[src/rtl/max_pool_grp_sched_pkg.sv]
// Shared definitions for the max-pool group scheduler: tree latency, legal lane
// counts, group FSM encoding and the per-beat tag carried alongside the tree.
package max_pool_grp_sched_pkg;

  localparam int MAX_TREE_LAT   = 2;
  localparam int MAX_TREE_LANES = 32;

  typedef enum logic [0:0] {
    IDLE   = 1'b0,
    IN_GRP = 1'b1
  } grp_state_e;

  typedef struct packed {
    logic vld;
    logic first;
    logic last;
  } grp_tag_t;

  function automatic logic cmp_n_legal(input int n);
    case (n)
      32'sd2, 32'sd4, 32'sd8, 32'sd16, 32'sd32: return 1'b1;
      default:                                  return 1'b0;
    endcase
  endfunction

endpackage

[src/rtl/max_pool_grp_sched_if.sv]
// Beat-in / result-out valid-ready bundle between the line buffer, the
// scheduler and the pooling write-back.
interface max_pool_grp_sched_if #(
  parameter int CMP_INPUT_N = 8,
  parameter int CMP_WIDTH   = 8
);

  logic [CMP_INPUT_N*CMP_WIDTH-1:0] s_data;
  logic                             s_valid;
  logic                             s_ready;
  logic signed [CMP_WIDTH-1:0]      m_data;
  logic                             m_valid;
  logic                             m_ready;

  modport slave (
    input  s_data, s_valid, m_ready,
    output s_ready, m_data, m_valid
  );

  modport master (
    output s_data, s_valid, m_ready,
    input  s_ready, m_data, m_valid
  );

endinterface

[src/rtl/max_pool_grp_sched_tree.sv]
// Two-stage pipelined signed max tree over up to 32 lanes; unused lanes are
// padded with the most negative value so they never win.
module max_tree_2_4_8_16_32
  import max_pool_grp_sched_pkg::*;
#(
  parameter int CMP_INPUT_N = 8,
  parameter int CMP_WIDTH   = 8
) (
  input  logic                             aclk,
  input  logic                             areset,
  input  logic                             aclken,
  input  logic [CMP_INPUT_N*CMP_WIDTH-1:0] cmp_in,
  input  logic                             cmp_in_vld,
  output logic signed [CMP_WIDTH-1:0]      cmp_out,
  output logic                             cmp_out_vld
);

  localparam int PARTS    = 4;
  localparam int PART_LEN = MAX_TREE_LANES / PARTS;
  localparam logic signed [CMP_WIDTH-1:0] NEG_MIN = {1'b1, {(CMP_WIDTH-1){1'b0}}};

  logic signed [CMP_WIDTH-1:0] lane_s [MAX_TREE_LANES];
  logic signed [CMP_WIDTH-1:0] part_s [PARTS];
  logic signed [CMP_WIDTH-1:0] part_r [PARTS];
  logic signed [CMP_WIDTH-1:0] top_s;
  logic                        stg1_vld_r;

  function automatic logic signed [CMP_WIDTH-1:0] smax(
    input logic signed [CMP_WIDTH-1:0] a,
    input logic signed [CMP_WIDTH-1:0] b
  );
    return (a > b) ? a : b;
  endfunction

  for (genvar g = 0; g < MAX_TREE_LANES; g++) begin : g_lane
    if (g < CMP_INPUT_N) begin : g_used
      assign lane_s[g] = $signed(cmp_in[g*CMP_WIDTH +: CMP_WIDTH]);
    end else begin : g_pad
      assign lane_s[g] = NEG_MIN;
    end
  end

  // First level: reduce each group of eight lanes to one partial maximum.
  always_comb begin
    for (int p = 0; p < PARTS; p++) begin
      logic signed [CMP_WIDTH-1:0] m;
      m = lane_s[p*PART_LEN];
      for (int l = 1; l < PART_LEN; l++) begin
        m = smax(m, lane_s[p*PART_LEN+l]);
      end
      part_s[p] = m;
    end
  end

  assign top_s = smax(smax(part_r[0], part_r[1]), smax(part_r[2], part_r[3]));

  // Pipeline registers, all frozen together while aclken is low.
  always_ff @(posedge aclk or posedge areset) begin
    if (areset) begin
      for (int p = 0; p < PARTS; p++) begin
        part_r[p] <= '0;
      end
      stg1_vld_r  <= 1'b0;
      cmp_out     <= '0;
      cmp_out_vld <= 1'b0;
    end else if (aclken) begin
      for (int p = 0; p < PARTS; p++) begin
        part_r[p] <= part_s[p];
      end
      stg1_vld_r  <= cmp_in_vld;
      cmp_out     <= top_s;
      cmp_out_vld <= stg1_vld_r;
    end
  end

endmodule

[src/rtl/max_pool_grp_sched.sv]
// Group scheduler: counts input beats into groups, tags them through the max
// tree and folds the per-beat maxima into one signed result per group.
module max_pool_grp_sched
  import max_pool_grp_sched_pkg::*;
#(
  parameter int CMP_INPUT_N = 8,
  parameter int CMP_WIDTH   = 8,
  parameter int GRP_LEN_W   = 8,
  parameter int SIM_DELAY   = 1
) (
  input  logic                 aclk,
  input  logic                 areset,
  input  logic [GRP_LEN_W-1:0] cfg_grp_len,
  max_pool_grp_sched_if.slave  bus,
  output logic                 busy
);

  localparam logic [GRP_LEN_W-1:0] LEN_ONE = GRP_LEN_W'(1'b1);

  if (!cmp_n_legal(CMP_INPUT_N) || (SIM_DELAY < 0)) begin : g_param_err
  end

  grp_state_e                  state_r, state_nxt_s;
  logic [GRP_LEN_W-1:0]        cnt_r, cnt_nxt_s;
  logic [GRP_LEN_W-1:0]        len_r, len_nxt_s;
  grp_tag_t                    tag_r [MAX_TREE_LAT];
  grp_tag_t                    tag_in_s;
  grp_tag_t                    tag_o_s;
  logic                        ready_en_r;
  logic                        stall_s;
  logic                        accept_s;
  logic                        busy_r, busy_nxt_s;
  logic signed [CMP_WIDTH-1:0] cmp_out_s;
  logic                        cmp_out_vld_s;
  logic                        out_vld_s;
  logic signed [CMP_WIDTH-1:0] acc_r;
  logic signed [CMP_WIDTH-1:0] res_s;
  logic signed [CMP_WIDTH-1:0] m_data_r;
  logic                        m_valid_r;

  // A held result blocks everything upstream so nothing can overwrite it.
  assign stall_s     = m_valid_r & ~bus.m_ready;
  assign bus.s_ready = ready_en_r & ~stall_s;
  assign accept_s    = bus.s_valid & bus.s_ready;
  assign tag_o_s     = tag_r[MAX_TREE_LAT-1];
  assign out_vld_s   = cmp_out_vld_s & ~stall_s;
  assign bus.m_data  = m_data_r;
  assign bus.m_valid = m_valid_r;
  assign busy        = busy_r;

  max_tree_2_4_8_16_32 #(
    .CMP_INPUT_N (CMP_INPUT_N),
    .CMP_WIDTH   (CMP_WIDTH)
  ) u_tree (
    .aclk        (aclk),
    .areset      (areset),
    .aclken      (~stall_s),
    .cmp_in      (bus.s_data),
    .cmp_in_vld  (accept_s),
    .cmp_out     (cmp_out_s),
    .cmp_out_vld (cmp_out_vld_s)
  );

  // Group counting and first/last tagging of each accepted beat.
  always_comb begin
    state_nxt_s = state_r;
    cnt_nxt_s   = cnt_r;
    len_nxt_s   = len_r;
    tag_in_s    = '0;
    if (accept_s) begin
      tag_in_s.vld = 1'b1;
      case (state_r)
        IDLE: begin
          len_nxt_s      = (cfg_grp_len == '0) ? LEN_ONE : cfg_grp_len;
          tag_in_s.first = 1'b1;
          if (len_nxt_s == LEN_ONE) begin
            tag_in_s.last = 1'b1;
            state_nxt_s   = IDLE;
            cnt_nxt_s     = '0;
          end else begin
            state_nxt_s = IN_GRP;
            cnt_nxt_s   = LEN_ONE;
          end
        end
        IN_GRP: begin
          if (cnt_r == (len_r - LEN_ONE)) begin
            tag_in_s.last = 1'b1;
            state_nxt_s   = IDLE;
            cnt_nxt_s     = '0;
          end else begin
            state_nxt_s = IN_GRP;
            cnt_nxt_s   = cnt_r + LEN_ONE;
          end
        end
        default: begin
          state_nxt_s = IDLE;
          cnt_nxt_s   = '0;
        end
      endcase
    end else begin
      tag_in_s = '0;
    end
  end

  // Busy is registered from the next-state view of the counter and tags.
  always_comb begin
    busy_nxt_s = (cnt_nxt_s != '0);
    if (stall_s) begin
      for (int i = 0; i < MAX_TREE_LAT; i++) begin
        busy_nxt_s = busy_nxt_s | tag_r[i].vld;
      end
    end else begin
      busy_nxt_s = busy_nxt_s | tag_in_s.vld;
      for (int i = 0; i < MAX_TREE_LAT-1; i++) begin
        busy_nxt_s = busy_nxt_s | tag_r[i].vld;
      end
    end
  end

  // Fold the tree output into the running maximum of the group.
  always_comb begin
    if (tag_o_s.first) begin
      res_s = cmp_out_s;
    end else begin
      res_s = (acc_r > cmp_out_s) ? acc_r : cmp_out_s;
    end
  end

  // Group FSM, tag pipeline and s_ready enable.
  always_ff @(posedge aclk or posedge areset) begin
    if (areset) begin
      state_r    <= IDLE;
      cnt_r      <= '0;
      len_r      <= '0;
      busy_r     <= 1'b0;
      ready_en_r <= 1'b0;
      for (int i = 0; i < MAX_TREE_LAT; i++) begin
        tag_r[i] <= '0;
      end
    end else begin
      state_r    <= state_nxt_s;
      cnt_r      <= cnt_nxt_s;
      len_r      <= len_nxt_s;
      busy_r     <= busy_nxt_s;
      ready_en_r <= 1'b1;
      if (!stall_s) begin
        tag_r[0] <= tag_in_s;
        for (int i = 1; i < MAX_TREE_LAT; i++) begin
          tag_r[i] <= tag_r[i-1];
        end
      end
    end
  end

  // Accumulator and result register.
  always_ff @(posedge aclk or posedge areset) begin
    if (areset) begin
      acc_r     <= '0;
      m_data_r  <= '0;
      m_valid_r <= 1'b0;
    end else begin
      if (out_vld_s && tag_o_s.last) begin
        m_data_r  <= res_s;
        m_valid_r <= 1'b1;
      end else if (bus.m_ready) begin
        m_valid_r <= 1'b0;
      end
      if (out_vld_s && !tag_o_s.last) begin
        acc_r <= res_s;
      end
    end
  end

endmodule

[src/flat_wrapper.sv]
// flat-port wrapper written by rule: the top's interface ports become plain ports
module max_pool_grp_sched_flat import max_pool_grp_sched_pkg::*;
#(
  parameter int CMP_INPUT_N = 8,
  parameter int CMP_WIDTH   = 8,
  parameter int GRP_LEN_W   = 8,
  parameter int SIM_DELAY   = 1
)
  (aclk, areset, cfg_grp_len, busy, bus_s_data, bus_s_valid, bus_m_ready, bus_s_ready, bus_m_data, bus_m_valid);
  max_pool_grp_sched_if #(.CMP_INPUT_N(CMP_INPUT_N), .CMP_WIDTH(CMP_WIDTH)) bus_i ();
  input  logic aclk;
  input  logic areset;
  input  logic [GRP_LEN_W-1:0] cfg_grp_len;
  output logic busy;
  input wire logic [$bits(bus_i.s_data)-1:0] bus_s_data;
  input wire logic [$bits(bus_i.s_valid)-1:0] bus_s_valid;
  input wire logic [$bits(bus_i.m_ready)-1:0] bus_m_ready;
  output wire logic [$bits(bus_i.s_ready)-1:0] bus_s_ready;
  output wire logic [$bits(bus_i.m_data)-1:0] bus_m_data;
  output wire logic [$bits(bus_i.m_valid)-1:0] bus_m_valid;
  assign bus_i.s_data = bus_s_data;
  assign bus_i.s_valid = bus_s_valid;
  assign bus_i.m_ready = bus_m_ready;
  assign bus_s_ready = bus_i.s_ready;
  assign bus_m_data = bus_i.m_data;
  assign bus_m_valid = bus_i.m_valid;
  max_pool_grp_sched #(.CMP_INPUT_N(CMP_INPUT_N), .CMP_WIDTH(CMP_WIDTH), .GRP_LEN_W(GRP_LEN_W), .SIM_DELAY(SIM_DELAY)) u_core (.aclk(aclk), .areset(areset), .cfg_grp_len(cfg_grp_len), .bus(bus_i), .busy(busy));
endmodule
[config.mk]
export PLATFORM = sky130hd
export DESIGN_NAME = max_pool_grp_sched_flat
export DESIGN_NICKNAME = d
export VERILOG_FILES = /design/src/rtl/max_pool_grp_sched_pkg.sv /design/src/rtl/max_pool_grp_sched_if.sv /design/src/rtl/max_pool_grp_sched_tree.sv /design/src/rtl/max_pool_grp_sched.sv /design/src/flat_wrapper.sv
export SDC_FILE = /design/constraint.sdc
export NUM_CORES = 1
export LEC_CHECK = 0
export CAP_MARGIN = 20
export CORE_MARGIN = 2
export CORE_UTILIZATION = 50
export CTS_CLUSTER_DIAMETER = 30
export DETAILED_ROUTE_END_ITERATION = 16
export MAX_ROUTING_LAYER = met4
export PLACE_DENSITY = 0.78
export REMOVE_ABC_BUFFERS = 1
export SYNTH_ARGS = -nofsm -noshare
export SYNTH_HDL_FRONTEND = slang
export SYNTH_SLANG_ARGS = --single-unit
[constraint.sdc]
create_clock -name aclk -period 4.7 [get_ports aclk]
set_input_delay 0.94 -clock aclk [delete_from_list [all_inputs] [get_ports aclk]]
set_output_delay 0.94 -clock aclk [all_outputs]
set_load 0.01 [all_outputs]
; Yosys cells after proc, flatten, opt, wreduce, memory -nomap -nowiden
; Index checks and enable logic that the tools add are counted.
[classes]
n_lt_le_gt_ge = 10
n_reduce_logical = 7
n_bitwise = 11
n_eq_ne = 2
add_sub_neg = 2
mux = 27
[ops]
columns = op, n
row1 = two-way mux 8 bit, 14
row2 = greater-than comparator 8 bit, 10
row3 = one-hot mux 8 bit (2 select lines), 1
row4 = two-way mux 1 bit, 9
row5 = adder 8 x 1 -> 8 bit (second input constant), 1
row6 = == test 8 x 1 -> 1 bit (second input constant), 1
row7 = == test 8 bit, 1
row8 = zero test 8 bit, 1
row9 = nonzero test 8 bit, 1
row10 = subtractor 8 x 1 -> 8 bit (second input constant), 1
row11 = AND 1 bit, 4
row12 = bitwise OR 1 bit, 4
row13 = one-hot mux 1 bit (2 select lines), 2
row14 = two-way mux 3 bit, 1
row15 = inverter 1 bit, 3
row16 = logical AND 1 bit, 2
row17 = AND reduction 2 bit, 1
row18 = nonzero test 2 bit, 1
row19 = zero test 1 bit, 1
[word_totals]
out_inout_bits = 11
in_bits = 76
ff_bits = 61
word_cells = 78

; Logic depth before layout (Yosys ltp)
; Gate-level depths: netlist of run 1.
[logic_depth]
word_depth = 14
depth_mapped = 55
ltp_nobuf = 49

; Hierarchy
; A second synthesis of run 1 with hierarchy kept.
[unflattened]
hier_cells = 703
hier_area_um2 = 5838.1
[by_module_without_submodules]
columns = mod, instances, area_per_inst_um2, cells_each, seq_area_each_um2
row1 = max_tree_2_4_8_16_32, 1, 3342.0, 443, 475.5
row2 = max_pool_grp_sched, 1, 2496.1, 260, 1051.0

; Least setup slack after synthesis of run 1
; OpenSTA, ideal clock, no wires.
[synth_timing]
path_kind = input to register
start = input port bus_s_data[13]
end = register u_core.u_tree.part_r[31] (netlist bit)
slack_ns = -6.744
path_buffers = 5
stages = 50
required_time_ns = 4.606
arrival_ns = 11.350
setup_ns = 0.094
cell_sequence = inv_1 ha_1 a21o_1 a2111oi_4 nor2_1 o211ai_1 nand2_1 ha_1 and4_4 a41o_1 a32oi_2 buf_6 a31oi_1 ha_1 a21o_1 a211oi_1 nand3_1 a21oi_2 (+14 left out) buf_2 a31oi_1 o21ai_2 inv_1 ha_1 and4b_1 a221oi_2 buf_4 nor2_1 a21oi_1 ha_1 nor2b_1 o21a_1 o21ai_0 nand3_1 a21oi_1 mux2_2 a221oi_2
[synth_between]
elab_chain_cells = 14
[synth_lines]
columns = item, line_no
row1 = "start, declared", flat_wrapper.sv:15  ; input wire logic [$bits(bus_i.s_data)-1:0] bus_s_data;
row2 = greater-than comparator 8 bit, max_pool_grp_sched_tree.sv:32  ; return (a > b) ? a : b;
row3 = two-way mux 8 bit *, max_pool_grp_sched_tree.sv:32
row4 = greater-than comparator 8 bit, max_pool_grp_sched_tree.sv:32
row5 = two-way mux 8 bit *, max_pool_grp_sched_tree.sv:32
row6 = greater-than comparator 8 bit, max_pool_grp_sched_tree.sv:32
row7 = two-way mux 8 bit *, max_pool_grp_sched_tree.sv:32
row8 = greater-than comparator 8 bit, max_pool_grp_sched_tree.sv:32
row9 = two-way mux 8 bit *, max_pool_grp_sched_tree.sv:32
row10 = greater-than comparator 8 bit, max_pool_grp_sched_tree.sv:32
row11 = two-way mux 8 bit *, max_pool_grp_sched_tree.sv:32
row12 = greater-than comparator 8 bit, max_pool_grp_sched_tree.sv:32
row13 = two-way mux 8 bit *, max_pool_grp_sched_tree.sv:32
row14 = greater-than comparator 8 bit, max_pool_grp_sched_tree.sv:32
row15 = two-way mux 8 bit *, max_pool_grp_sched_tree.sv:32
row16 = "end signal, assigned by index", max_pool_grp_sched_tree.sv:68  ; part_r[p] <= part_s[p];
row17 = "end, declared", max_pool_grp_sched_tree.sv:24  ; logic signed [CMP_WIDTH-1:0] part_r [PARTS];
; Mark *: on every way between the ends. The rest lies on a longest branch, timed or not.
; A chain may end at the register's enable or synchronous reset.

; Final worst setup path of run 1
[layout_timing]
start = input port bus_s_data[12]
end = register u_core.u_tree.part_r[31] (netlist bit)
; Same word-level chain as after synthesis.

==> impl_metrics.yaml, run 1 <==
outcome:
  status: "finished with violations"
  violations: "setup timing"
final_layout:
  final_nets: 1049
  mostFrequentLayoutCells: "buf_4 (176), inv_1 (71), clkdlybuf4s50_1 (70)"
  n_fill_cell: 562
  drive_gt1_frac: 0.4253
  final_util: 0.8213
  final_common_cell: "buf_4"
  stdcell_area_mm2: 0.008904
  syn2layout_area_growth_pct: 59.95
  final_cells: 1050
  antenna_cells: 0
timing:
  maxSlewViolCount: 0
  period_minus_slack_ps: 11840
  relSlewSlack: 0.4378
  worst_slack_ps: -7135
  holdWs_ps: 495.2
  setup_viol: 8
  hold_viol: 0
  tightest_slew_ps: 835.6
  fin_skew_ps: 7.324
  period_share: 2.518
  rsz0062_at_grt: "true"
  max_freq_mhz: 84.49
hold_path:
  min_to: "u_core.tag_o_s[0]"
  min_path_type: "register to register"
  hold_start: "u_core.tag_r[3]"
  whs_path_depth: 2
placed_design:
  routabilityCongestion: 0.9822
  dpl_cell_area_mm2: 0.007498
  dp_cells: 980
  portBuffers: 86
  hpwl_mm: 12.93
  dp_slack_ps: -7219
detailed_routing:
  drt_iter0_drc: 588
  drt-total-wl_mm: 23.45
  ant_nets: 0
  routed_via_density: 6.327
  drc: 0
  wl_per_cell_um: 22.33
  num_vias: 6643
  drt_first_pass_iters: 6
setup_path:
  crit_family: "compound AO/OA/AOI/OAI gates"
  slowest_delay_ps: 370
  critical_path_class: "input port to register"
  end_kind: "register"
  cp-start-kind: "input port"
  reg2regPathDepth: 10
  rr_endpoint: "u_core.u_tree.cmp_out[4]"
  critPathBufInv: 11
  crit_arrival_ps: 12070
  worstPathMaxFanout: 7
  worst_path_max_delay_cell: "a211oi_2"
  cp_data_required_time_ps: 4940
  r2r_start: "u_core.u_tree.part_r[28]"
  worst-r2r-setup-slack_ps: 1830
clocking:
  cts_root_buffer: "clkbuf_8"
  clk_latency_ps: 330
  h-tree-depth: 3
  clockBufferDepth: 2
  clock_sinks: 59
  cts_tree: "done"
  path_clk_slew_ps: 70
  cts_buffers: 9
pwr:
  p_switching_w: 0.003699
  p_per_area_mw_per_mm2: 912.8
  internal_power_w: 0.004429
  pwr-share-seq: 0.117
  pwr-share-comb: 0.822
  switching_share: 0.4551
  power_frac_clock: 0.061
  peakVddDrop_mv: 0.7083
  leakage_nw: 4.145
job:
  max-cap-violations: 0
grt:
  grt_pass1_vias: 6702
  grt_pass1_wl_mm: 32.16
  antenna_found_initial: 0
  grt_max_degree: 60
  grt_usage: 0.3547
  grt_overflow: 0
synth:
  ys_warn_count: 0
  async_flop_share: 1.000
  synth-edff-count: 0
  syn-cell-area_mm2: 0.005567
  postSynthAreaPerCell_um2: 8.698
  synth_cell_types: 68
  synth_top_flop_cell: "dfrtp_1"
  ys_seq_area_frac: 0.2652
  synth_seq_cells: 59
  synthCells: 640
floorplanning:
  die_w_um: 109.5
  initial_core_util: 0.5135
  core_mm2: 0.01084
  io_pins: 87
  fp-row-count: 38
  die_h_um: 109.5
  die_area_mm2: 0.01199
-- worst min-delay path: cells and delay by family (launching register included) --
kind | cells | cell delay, ps
flops | 1 | 350
simple gates | 2 | 120
-- worst max path at each step --
stage / from / endpoint / slack, ps / cells past startpoint
2_1_floorplan: bus_s_data[13] / u_core.u_tree.part_r[31] / -7700 / 49
3_3_place_gp: bus_s_data[13] / u_core.u_tree.part_r[27] / -6690 / 52
3_5_place_dp: bus_s_data[13] / u_core.u_tree.part_r[26] / -7220 / 53
4_1_cts: bus_s_data[13] / u_core.u_tree.part_r[26] / -5880 / 57
5_1_grt: bus_s_data[12] / u_core.u_tree.part_r[31] / -7420 / 58
6_report: bus_s_data[12] / u_core.u_tree.part_r[31] / -7140 / 57
-- per-stage QoR --
stage	setup TNS, ps	total power, W
2_1_floorplan	-61360	0.003954
3_3_place_gp	-53320	0.005538
3_5_place_dp	-57380	0.005769
4_1_cts	-46910	0.007186
5_1_grt	-58880	0.008607
6_report	-56730	0.008128
-- cells in the mapped netlist, drive strengths merged, types with 2 or more instances --
master   n  area share
a211o   11       0.017
a211oi   4      0.0063
a21o    14       0.020
a21oi   34       0.031
a221oi   9       0.018
a311oi   8       0.022
a31oi   21       0.024
a32oi    2      0.0045
a41o     2      0.0036
and2     3      0.0034
and3     5      0.0056
and4     3      0.0052
buf     12       0.016
clkbuf  11      0.0074
dfrtp   59        0.27
ha      68        0.15
inv     82       0.055
mux2    30       0.061
mux2i   10       0.018
nand2   43       0.029
nand2b   3      0.0034
nand3   23       0.029
nand4   12       0.016
nor2    49       0.033
nor2b    9       0.010
nor3     8       0.010
nor4     6      0.0067
nor4b    2      0.0031
o211ai  11       0.015
o21a     8       0.011
o21ai   41       0.038
o22ai    5      0.0056
o31ai    3      0.0040
or2      2      0.0022
or4      4      0.0054
xnor2    8       0.013
xor2     3      0.0061
-- kinds of logic after synthesis --
group	after synthesis	share of synthesized area
DFF	59	0.2652
buffers and inverters	105	0.07912
xor gates and xnor gates	11	0.01866
adders and majority gates	68	0.1528
other	1	0.0006737
and+or+nand+nor	176	0.1690
AOI/OAI and AO/OA	180	0.2358
muxes	40	0.07867
-- repair_timing --
| item | 4_1_cts | 5_1_grt |
|---|---|---|
| hold buffers | 0 | 0 |
| setup endpoints to repair | 8 | 8 |
| buffers inserted | 37 | 16 |
| resized for setup | 171 | 56 |
| pin swaps | 66 | 41 |
| gates cloned | 2 | 0 |
-- power groups by stage --
| stage | clock network, W | logic [W] | registers, W |
|---|---|---|---|
| after floorplan | 0 | 0.00306 | 0.000898 |
| after global placement | 0 | 0.00460 | 0.000937 |
| after detailed placement | 0 | 0.00482 | 0.000950 |
| after CTS | 0.000497 | 0.00574 | 0.000944 |
| after global routing | 0.000526 | 0.00711 | 0.000975 |
| final | 0.000495 | 0.00668 | 0.000948 |
-- routing by layer --
layer | wire (um) | vias up | share of wire | GRT usage
met1 | 7920 | 3127 | 0.34 | 0.3693
met3 | 1892 | 202 | 0.081 | 0.04920
met2 | 11240 | 445 | 0.48 | 0.6367
met4 | 2398 | 0 | 0.10 | 0.2071
li1 | - | 2869 | - | -
met5 | 0 | - | 0 | -
-- layout make-up --
type                       count  area (um^2)  area share
clock buffer                  11        131.4     0.01476
clock inverter                 5        77.57    0.008713
inverter                      82        312.8     0.03513
multi-input combinational    476         4429      0.4975
sequential                    59         1476      0.1658
tap                          140        175.2     0.01967
timing repair buffer         277         2301      0.2584
-- registers in the layout, summed over array words and instances, names as in the netlist, 2 cells and up --
register / count
u_core.tag_o_s: 2
u_core.u_tree.cmp_out: 8
u_core.cnt_r: 8
u_core.acc_r: 8
u_core.len_r: 8
u_core.bus.m_data: 8
u_core.tag_r: 2
u_core.u_tree.part_r: 9
No activity file was read; power rests on OpenSTA's default activity.
==> run 2, diff against run 1 <==
- ABC_AREA: unset -> 1
- GPL_TIMING_DRIVEN: unset -> 0
- clock period: 4.7 -> 13.85 ns (I/O delays scaled with it)
==> run 2 against run 1 <==
- the run now ends clean
- core utilization decreased by 17 points
- clock skew increased by 4.6 ps
- die area decreased by 2.8%
- hold slack got worse by 19 ps
- critical path depth increased by 13
- synthesized cell count increased by 22%
- non-clock buffer count decreased by 186
- worst setup slack improved by 8300 ps
- design area decreased by 24%
- sequential cell count unchanged
- largest cell class unchanged
==> impl_metrics.yaml, run 2 <==
outcome:
  status: "complete, no violations"
final_layout:
  syn2layout_area_growth_pct: 24.57
  ff_latch_area_mm2: 0.001476
  final_common_cell: "nand2_1"
  final_nets: 1023
  mostFrequentLayoutCells: "nand2_1 (205), inv_1 (140), clkdlybuf4s50_1 (86)"
  n_fill_cell: 942
  drive_gt1_frac: 0.06109
  stdcell_area_mm2: 0.006736
  antenna_cells: 0
  regMostFlops: "u_core.u_tree.part_r"
  largest_reg_flops: 9
  multi_input_area_mm2: 0.003356
grt:
  antenna_found_initial: 0
  grt_overflow: 0
  grt_usage: 0.2265
  grt_pass1_wl_mm: 21.05
  grt_pass1_vias: 4877
  grt_max_degree: 35
setup_path:
  worstPathMaxFanout: 10
  cp-start-kind: "input port"
  r2r_start: "u_core.bus.m_valid"
  crit_arrival_ps: 12960
  critPathMostFrequentCell: "nand2_1"
  end_kind: "register"
  cp_data_required_time_ps: 14070
  critical_path_class: "input port to register"
  slowest_delay_ps: 450
  worst_path_max_delay_cell: "clkdlybuf4s50_1"
  rr_endpoint: "u_core.busy"
  reg2regPathDepth: 12
  worst-r2r-setup-slack_ps: 11290
clocking:
  cts_root_buffer: "clkbuf_8"
  clock_sinks: 59
  ctsHoldBuffers: 0
  clk_latency_ps: 340
  h-tree-depth: 3
  clockBufferDepth: 2
  cts_buffers: 9
  cts_tree: "done"
  path_clk_slew_ps: 60
synth:
  ys_seq_area_frac: 0.2730
  syn-cell-area_mm2: 0.005408
  synth_area_leader_cell: "dfrtp_1"
  synth_area_leaders: "dfrtp_1 (27%), ha_1 (16%), nand2_1 (14%)"
  synthCells: 783
  postSynthAreaPerCell_um2: 6.906
  synth_top_flop_cell: "dfrtp_1"
  yosysMostFrequentCell: "nand2_1"
  ys_warn_count: 0
  synth.top_cell.area_share: 0.2730
  synth-edff-count: 0
  async_flop_share: 1.000
  synth_seq_cells: 59
  synth_cell_types: 48
  synth_common_cells: "nand2_1 (205), inv_1 (143), nand3_1 (81), ha_1 (68), dfrtp_1 (59)"
detailed_routing:
  drt-total-wl_mm: 11.86
  drt_iter0_drc: 218
  num_vias: 5126
  wl_per_cell_um: 11.63
  drc: 0
  ant_nets: 0
  drt_first_pass_iters: 5
  routed_via_density: 5.025
timing:
  relSlewSlack: 0.3034
  maxSlewViolCount: 0
  rsz0062_at_grt: "false"
  hold_viol: 0
  fin_skew_ps: 11.89
  period_minus_slack_ps: 12730
  period_share: 0.9195
  tightest_slew_ps: 1037
  max_freq_mhz: 78.53
  setup_viol: 0
  tns_ps: 0
floorplanning:
  die_h_um: 108.0
  die_area_mm2: 0.01166
  initial_core_util: 0.5192
  io_pins: 87
  core_mm2: 0.01042
  fp-row-count: 37
  die_w_um: 108.0
placed_design:
  dpl_cell_area_mm2: 0.006419
  routabilityCongestion: 0.8875
  hpwl_mm: 9.751
  portBuffers: 86
hold_path:
  hold_start: "u_core.bus.m_data[6]"
  min_path_type: "register to register"
  min_to: "u_core.bus.m_data[6]"
  whs_path_depth: 2
job:
  max-cap-violations: 0
run 2: changes by cell type after synthesis, sizes merged, moves of 9 or more:
cell | before | now
nand2 | 43 | 208
inv | 82 | 147
nand3 | 23 | 84
mux2 | 30 | 0
a31oi | 21 | 0
o21ai | 41 | 25
and2 | 3 | 17
a21o | 14 | 1
a211o | 11 | 0
o211ai | 11 | 0
a21oi | 34 | 44
mux2i | 10 | 0
clkbuf | 11 | 2
nor2b | 9 | 0
run 2: how the worst max path moves through the flow:
stage	startpoint	end	slack [ps]	cells after the start
6_report	bus_s_data[9]	u_core.u_tree.part_r[31]	1120	70
3_5_place_dp	bus_s_data[15]	u_core.u_tree.part_r[24]	480	70
3_3_place_gp	bus_s_data[15]	u_core.u_tree.part_r[24]	600	70
5_1_grt	bus_s_data[9]	u_core.u_tree.part_r[31]	30	71
2_1_floorplan	bus_s_data[13]	u_core.u_tree.part_r[24]	2310	69
4_1_cts	bus_s_data[15]	u_core.u_tree.part_r[24]	800	69
run 2: worst max-delay path, delay by kind of cell:
family	cells	cell delay, ps
AOI/OAI and AO/OA	14	2280
xor gates and xnor gates	3	420
adders and majority gates	7	2140
buffers and inverters	12	1630
and+or+nand+nor	34	3680
run 2: timing repair:
action,in CTS,in global routing
buffers inserted,0,4
endpoints found under the hold margin,0,0
setup endpoints to repair,0,8
gates resized for setup,0,6
run 2: cell type report:
| cell class | count | share of cell area |
|---|---|---|
| multi-input combinational | 569 | 0.4981 |
| sequential | 59 | 0.2192 |
| timing repair buffer | 91 | 0.1352 |
| inverter | 149 | 0.08414 |
| tap | 136 | 0.02526 |
| clock buffer | 11 | 0.01950 |
| clock inverter | 5 | 0.01857 |
run 2: stage by stage:
step	util	instances	hold slack, ps	setup slack, ps
6_report	0.6467	1020	476.4	1115
5_1_grt	0.6467	1020	505.3	31.94
4_1_cts	0.6408	1016	480.9	796.4
3_5_place_dp	0.6162	1000	465.6	479.6
3_3_place_gp	0.6143	999	459.7	600.3
2_1_floorplan	-	777	442.2	2314
run 2: routing by layer:
| layer | GRT usage | part of all wire | up-vias |
|---|---|---|---|
| met2 | 0.3760 | 0.46 | 111 |
| met1 | 0.2932 | 0.49 | 2255 |
| met3 | 0.02411 | 0.034 | 18 |
| met4 | 0.06777 | 0.018 | 0 |
| met5 | - | 0 | - |
| li1 | - | - | 2742 |
run 2: cell families after synthesis:
logic type,after synthesis,share of synthesized area
DFF,59,0.2730
and+or+nand+nor,397,0.3390
AOI/OAI and AO/OA,87,0.09325
buffers and inverters,155,0.1108
other,1,0.0006935
xor gates and xnor gates,16,0.02591
adders and majority gates,68,0.1573
Power of run 2 is left out: the tool's default activity adds up to more than one toggle a clock period on the data nets, which glitch-free logic cannot reach.
